[src/rtl/bp_pkg.sv]
`default_nettype none
// ============================================================================
// Module      : bp_pkg
// Description : Shared types and constants for the branch prediction tables.
//               BP_LOWER is also used by the branch target buffer so that both
//               tables are indexed with the same number of PC bits.
// Revision    : 1.0 - initial release
// ============================================================================
package bp_pkg;

    // Default index width shared by the direction table and the target buffer
    localparam int unsigned BP_LOWER = 5;

    // 2-bit saturating direction counter; the MSB is the taken prediction
    typedef logic [1:0] cnt2_t;

    localparam cnt2_t CNT_SNT = 2'd0;   // strongly not-taken
    localparam cnt2_t CNT_WNT = 2'd1;   // weakly not-taken
    localparam cnt2_t CNT_WT  = 2'd2;   // weakly taken
    localparam cnt2_t CNT_ST  = 2'd3;   // strongly taken

    // Direction implied by a counter value
    function automatic logic cnt_predicts_taken(input cnt2_t c);
        return c[1];
    endfunction

endpackage
`default_nettype wire

[src/rtl/sat_counter2.sv]
`default_nettype none
// ============================================================================
// Module      : sat_counter2
// Description : Combinational next-value function of a 2-bit saturating
//               counter. Counts up on taken, down on not-taken, and sticks at
//               the strong ends of the range.
// Ports       : cur   - present counter value
//               taken - resolved branch direction (1 = taken)
//               nxt   - counter value after training
// Revision    : 1.0 - initial release
// ============================================================================
module sat_counter2
    import bp_pkg::*;
(
    input  logic [1:0] cur,
    input  logic       taken,
    output logic [1:0] nxt
);

    always_comb begin
        nxt = cur;
        if (taken) begin
            if (cur != CNT_ST) begin
                nxt = cur + 2'd1;
            end
        end else begin
            if (cur != CNT_SNT) begin
                nxt = cur - 2'd1;
            end
        end
    end

endmodule
`default_nettype wire

[src/rtl/branch_direction_predictor.sv]
`default_nettype none
// ============================================================================
// Module      : branch_direction_predictor
// Description : Gshare direction predictor for the fetch stage. A table of
//               2**LOWER 2-bit saturating counters is indexed by the low PC
//               bits XOR a non-speculative global history register. The
//               prediction is registered, giving the same 1-cycle latency as
//               the branch target buffer lookup.
// Ports       : clk        - clock, all state changes on the rising edge
//               rst        - synchronous active-high reset
//               en         - fetch advance; loads the prediction registers
//               current_pc - PC being fetched this cycle
//               upd_valid  - resolved conditional branch from execute
//               upd_index  - table index returned from the original lookup
//               upd_taken  - resolved direction
//               pred_taken - registered prediction (1 = taken)
//               pred_index - registered index behind pred_taken
// Revision    : 1.0 - initial release
// ============================================================================
module branch_direction_predictor
    import bp_pkg::*;
#(
    parameter int unsigned LOWER    = BP_LOWER,
    parameter logic [1:0]  CNT_INIT = CNT_WNT
) (
    input  logic             clk,
    input  logic             rst,
    input  logic             en,
    input  logic [63:0]      current_pc,
    input  logic             upd_valid,
    input  logic [LOWER-1:0] upd_index,
    input  logic             upd_taken,
    output logic             pred_taken,
    output logic [LOWER-1:0] pred_index
);

    localparam int unsigned DEPTH = 1 << LOWER;

    cnt2_t            r_cnt [DEPTH];
    logic [LOWER-1:0] r_ghr;
    logic             r_pred_taken;
    logic [LOWER-1:0] r_pred_index;

    logic [LOWER-1:0] w_idx;
    cnt2_t            w_upd_cur;
    cnt2_t            w_upd_nxt;
    logic             w_unused_pc_bits;

    // Only the low PC bits take part in the hash
    assign w_unused_pc_bits = ^current_pc[63:LOWER];

    // Lookup always hashes with the history as it stands before this cycle's
    // update, so a same-cycle resolution never affects the current lookup.
    assign w_idx     = current_pc[LOWER-1:0] ^ r_ghr;
    assign w_upd_cur = r_cnt[upd_index];

    sat_counter2 u_sat_counter2 (
        .cur   (w_upd_cur),
        .taken (upd_taken),
        .nxt   (w_upd_nxt)
    );

    // Reading r_cnt and writing it with non-blocking assignments in the same
    // block gives read-before-write behaviour on an index collision.
    always_ff @(posedge clk) begin
        if (rst) begin
            for (int i = 0; i < DEPTH; i++) begin
                r_cnt[i] <= CNT_INIT;
            end
            r_ghr        <= '0;
            r_pred_taken <= 1'b0;
            r_pred_index <= '0;
        end else begin
            if (en) begin
                r_pred_index <= w_idx;
                r_pred_taken <= cnt_predicts_taken(r_cnt[w_idx]);
            end
            if (upd_valid) begin
                r_cnt[upd_index] <= w_upd_nxt;
                r_ghr            <= {r_ghr[LOWER-2:0], upd_taken};
            end
        end
    end

    assign pred_taken = r_pred_taken;
    assign pred_index = r_pred_index;

endmodule
`default_nettype wire
[config.mk]
export PLATFORM = sky130hd
export DESIGN_NAME = branch_direction_predictor
export DESIGN_NICKNAME = d
export VERILOG_FILES = /design/src/rtl/bp_pkg.sv /design/src/rtl/sat_counter2.sv /design/src/rtl/branch_direction_predictor.sv
export SDC_FILE = /design/constraint.sdc
export NUM_CORES = 1
export LEC_CHECK = 0
export ABC_CLOCK_PERIOD_IN_PS = 4500
export CORE_ASPECT_RATIO = 1.4
export CORE_MARGIN = 8
export CORE_UTILIZATION = 25
export DETAILED_ROUTE_END_ITERATION = 8
export DONT_BUFFER_PORTS = 1
export PLACE_DENSITY = 0.38
export SYNTH_ARGS = -nofsm -noshare
export SYNTH_HDL_FRONTEND = slang
export SYNTH_SLANG_ARGS = --single-unit
[constraint.sdc]
create_clock -name clk -period 4.5 [get_ports clk]
set_input_delay 0.45 -clock clk [delete_from_list [all_inputs] [get_ports clk]]
set_output_delay 0.45 -clock clk [all_outputs]
set_load 0.005 [all_outputs]
# Yosys cells after proc, flatten, opt, wreduce, memory -nomap -nowiden
# Memories as Yosys holds them, arrays and structs flattened. A register that Yosys moved wholly into a read port is not among the register bits.
# Cells that the tools add are included.
totals:
  register_bits: 10
  ram_bits: 64
  input_bits: 74
  out_inout_bits: 6
  word_cells: 20
  memories: 1
mem_list:
  columns: ["name", "depth", "width", "rd", "rd_clocked_by_memory_dff", "wr", "line_no", "text"]
  rows:
  - ["r_cnt", 32, 2, 2, 1, 32, "branch_direction_predictor.sv:39", "cnt2_t r_cnt [DEPTH];"]
classes:
  add_sub_neg: 2
  n_eq_ne: 1
  n_mux: 11
  bitwise_logic: 1
  reduce_logical: 2
ops:
  columns: ["op", "n"]
  rows:
  - ["2-bit two-way mux", 4]
  - ["1-bit two-way mux", 6]
  - ["5-bit two-way mux", 1]
  - ["5-bit XOR", 1]
  - ["2-bit by 1-bit adder with 2-bit output (second input constant)", 1]
  - ["2-bit inequality test (second input constant)", 1]
  - ["2-bit nonzero test", 1]
  - ["2-bit OR reduction", 1]
  - ["2-bit by 1-bit subtractor with 2-bit output (second input constant)", 1]

# Longest topological paths before layout
depth:
  word_depth: 5
  mapped_depth: 8
  mapped_depth_nobuf: 5

# By module
# A second synthesis with hierarchy kept.
unflattened:
  hier_cells: 323
  area_unflattened_um2: 4095.2
modules_own_cells:
  columns: ["mod", "n_inst", "cells_each", "area_each_um2", "seq_area_each_um2"]
  rows:
  - ["branch_direction_predictor", 1, 320, 4068.9, 2142.1]
  - ["sat_counter2", 1, 3, 26.3, 0.0]

# Least setup slack after synthesis
# OpenSTA, ideal clock, no wires.
synth_timing:
  kind: "input to register"
  start: "in upd_index[0]"
  end: "mem r_cnt[29][0] (netlist bit), data pin"
  setup_time_ns: 0.258
  arrival_ns: 2.087
  t_required_ns: 4.242
  path_slack_ns: 2.155
  stages: 8
  n_path_buf: 3
  path_cell_list: "buf_6 > buf_6 > mux4_2 > a22oi_1 > and4_1 > maj3_2 > buf_2 > nand2_1"
synth_lines:
  columns: ["item", "line_no", "text"]
  rows:
  - ["start: declaration", "branch_direction_predictor.sv:31", "input logic [LOWER-1:0] upd_index,"]
  - ["end: declaration", "branch_direction_predictor.sv:39", null]

==> impl_results.md <==
- Max cap viols: 0
- DR WL/cell: 19.5 um
- IO Count: 80
- IO buf count: 0
- Initial antenna violation count: 0
- Fill cells: 1563
- CTS Buf Count: 9
- Simple-gate share of the synthesized area: 22.6%
- Min cycle time layout: 2520 ps
- Crit. End Element: register
- First-pass GRT wire length: 15700 um
- RSZ-0062 raised after global routing: no
- Initial Util: 25.6%
- Share of the synthesized area in the top cell type: 48.1%
- Largest area contributor in the netlist: edfxtp_1
- WS Path Type: register to register
- R2R setup slack: 1980 ps
- Outcome: finished, final reports clean
- Post-route DRC: 0
- Pins Over Slew Limit: 0
- Worst slew margin: 44.5%
- Hold Path Depth: 1
- Required @ worst endpoint: 4540 ps
- Post-CTS sizing: 0
- Multiplexer share of the synthesized area: 15.0%
- FF-to-FF Start: r_cnt[31][0]
- Layout cells sized above 1: 19.5%
- Routed Wire Length: 10200 um
- Compound-Gate Fraction of Synth Area: 2.85%
- CTS tree: yes
- Post-layout nets: 397
- CTS root buffer: clkbuf_16
- Hold Path Sink: pred_index[2]
- CTS sink count: 75
- Number of synthesis warnings: 0
- Worst-Skew Late Latency: 330 ps
- Crit path cell chain: mux4_2 -> a22oi_1 -> and4_1 -> maj3_2 -> nor3_1
- Total instance count after detailed placement: 508
- Gpl congestion: 0.694
- CP max stage delay: 680 ps
- Die Span Y: 166 um
- Overall global routing resource usage: 10.7%
- Antenna-violating nets left: 0
- Final hold slack: 201 ps
- Cells after Synth: 336
- Area of the die: 20300 um^2
- WP data arrival: 2560 ps
- Pin count of the biggest net entering global routing: 46
- Via count: 2536
- Final hold violation count: 0
- Min-delay src: en
- Area contributors post-synth: edfxtp_1 48%, mux4_2 13%, dfxtp_1 5.5%, nor2_1 4.7%, nand2_1 3.2%
- Slowest CP cell: maj3_2
- Clk_skew: 7.26 ps
- Hold_buf cts: 0
- Largest family of logic cells by synthesized area: simple AND/OR/NAND/NOR gates
- Core Area: 15600 um^2
- Final setup TNS: 0 ps
- Hold crit path type: input pin to register
- Maximum clock path buffer count: 2
- Row count: 54
- Syn-to-layout area delta: 11.1%
- Path depth of the worst reg2reg path: 5
- Initial DRC Count: 259
- Setup Viol. Count Final: 0
- DP Wirelength: 6910 um
- Ant. Diodes: 0
- PwrDens: 382 nW/um^2
- Drt first pass iters: 4
- Synthesized area: 3990 um^2
- H-tree levels: 3
- Adder-cell area share of the yosys netlist: 0.564%
- Remaining Overflow, GRT: 0
- Post-Synth XOR/XNOR Area: 1.79%
- Static Leak: 1.37 nW
- Fmax: 396 MHz
- Seq/Total Area, Yosys: 53.6%
- Slew @ Worst Pin: 829 ps
- Tcrit/Tclk final: 56.1%
- Unique masters post-synth: 37
- Clk slew on worst S/H paths: 60 ps
- Synth Net Count: 410
- Max IR drop VDD: 0.179 mV
- Vias per cell: 4.84
- Crit start category: register
- Number of global-route vias before repair: 2577
- Total Power: 1.70 mW
- Reg-to-Reg End: r_cnt[20][1]
- Crit-path max FO: 32
- #FFs+latches synth: 75
- Avg Inst Size Synth: 11.9 um^2
- Setup Buffers After CTS: 0
- Die width: 123 um
- Non-filler cells, final: 524
-- Yosys cell counts --
library cell   n
edfxtp_1      64
nor2_1        50
nand2_1       34
mux4_2        23
nand3_1       22
nor3_1        19
nand2b_1      18
or2_2         15
clkbuf_1      14
dfxtp_1       11
a22oi_1        9
buf_2          6
mux2i_1        6
buf_6          4
nand3b_1       4
and3b_1        3
and4_1         3
nor3b_2        3
xor2_1         3
a211oi_1       2
and3_1         2
buf_1          2
inv_1          2
maj3_2         2
mux2_2         2
xnor2_1        2
a21o_1         1
a22o_1         1
and2_1         1
nand4_1        1
nor2b_1        1
nor3_2         1
nor4_1         1
o2111ai_1      1
o22ai_1        1
or3_1          1
xor2_4         1
-- state kept, by name (all words and copies together), names as in the netlist --
signal	cells
r_cnt	64
pred_index	5
r_ghr	5
pred_taken	1
-- cells by family after synthesis --
kind of cell / after synthesis
buffers and inverters: 28
AND/OR/NAND/NOR: 179
adder cells (fa/ha/maj): 2
multiplexers: 31
flip-flops: 75
AO/OA/AOI/OAI: 15
XOR/XNOR: 6
-- through the flow --
step | util [%] | setup WS [ps] | area (um^2)
floorplan | - | 2160 | 3990
global placement | 26.4 | 1830 | 4120
detailed placement | 26.4 | 1800 | 4120
CTS | 28.4 | 1920 | 4440
global route | 28.4 | 1800 | 4440
finish | 28.4 | 1980 | 4440
-- cell type report --
type	count	area, um^2	share of cell area (%)
Sequential cell	75	2140	48.3
Multi-Input combinational cell	233	1710	38.5
Clock buffer	14	307	6.91
Tap cell	196	245	5.53
Timing Repair Buffer	2	15.0	0.338
Clock inverter	2	11.3	0.254
Inverter	2	7.51	0.169
-- how the worst max path moves through the flow --
stage	from	cells after the start	to
CTS	r_cnt[17][0]	5	r_cnt[20][1]
floorplan	upd_index[0]	8	r_cnt[29][0]
global placement	upd_index[0]	5	r_cnt[20][1]
finish	r_cnt[31][0]	5	r_cnt[20][1]
detailed placement	upd_index[0]	5	r_cnt[20][1]
global route	r_cnt[19][0]	5	r_cnt[20][1]
-- routing by layer --
metal	share of wire (%)	track usage (%)	vias up
li1	-	-	1206
met1	40	11.6	1280
met2	53	19.2	41
met3	4.3	2.62	9
met4	1.9	4.39	0
met5	0	0	-
-- cells in the final DEF, fill, tap and decap left out, types with 2 or more instances in the layout --
cell type,synthesis,final
or2_2,15,15
mux4_2,23,23
clkbuf_8,0,2
nor3b_2,3,3
mux2i_1,6,6
dfxtp_1,11,11
nor3_1,19,19
nand3b_1,4,4
nand2_1,34,34
inv_1,2,2
a22oi_1,9,9
and4_1,3,3
nand2b_1,18,18
nor2_1,50,50
nand3_1,22,22
xor2_1,3,3
a211oi_1,2,2
mux2_2,2,2
xnor2_1,2,2
maj3_2,2,2
and3b_1,3,3
and3_1,2,2
buf_4,0,2
clkbuf_16,0,11
edfxtp_1,64,64
-- report_power, final --
part | internal [mW] | switching, mW | total, mW
combinational | 0.0649 | 0.0953 | 0.160
sequential | 0.773 | 0.0118 | 0.785
clock | 0.471 | 0.280 | 0.751
total | 1.31 | 0.387 | 1.70
-- critical path, delay by kind of cell, from the launching register on --
| kind | cells | cell delay, ps |
|---|---|---|
| fa+ha+maj | 1 | 680 |
| mux | 1 | 500 |
| simple gates | 2 | 400 |
| flops | 1 | 360 |
| compound gates | 1 | 290 |
No activity file was read; power rests on OpenSTA's default activity.
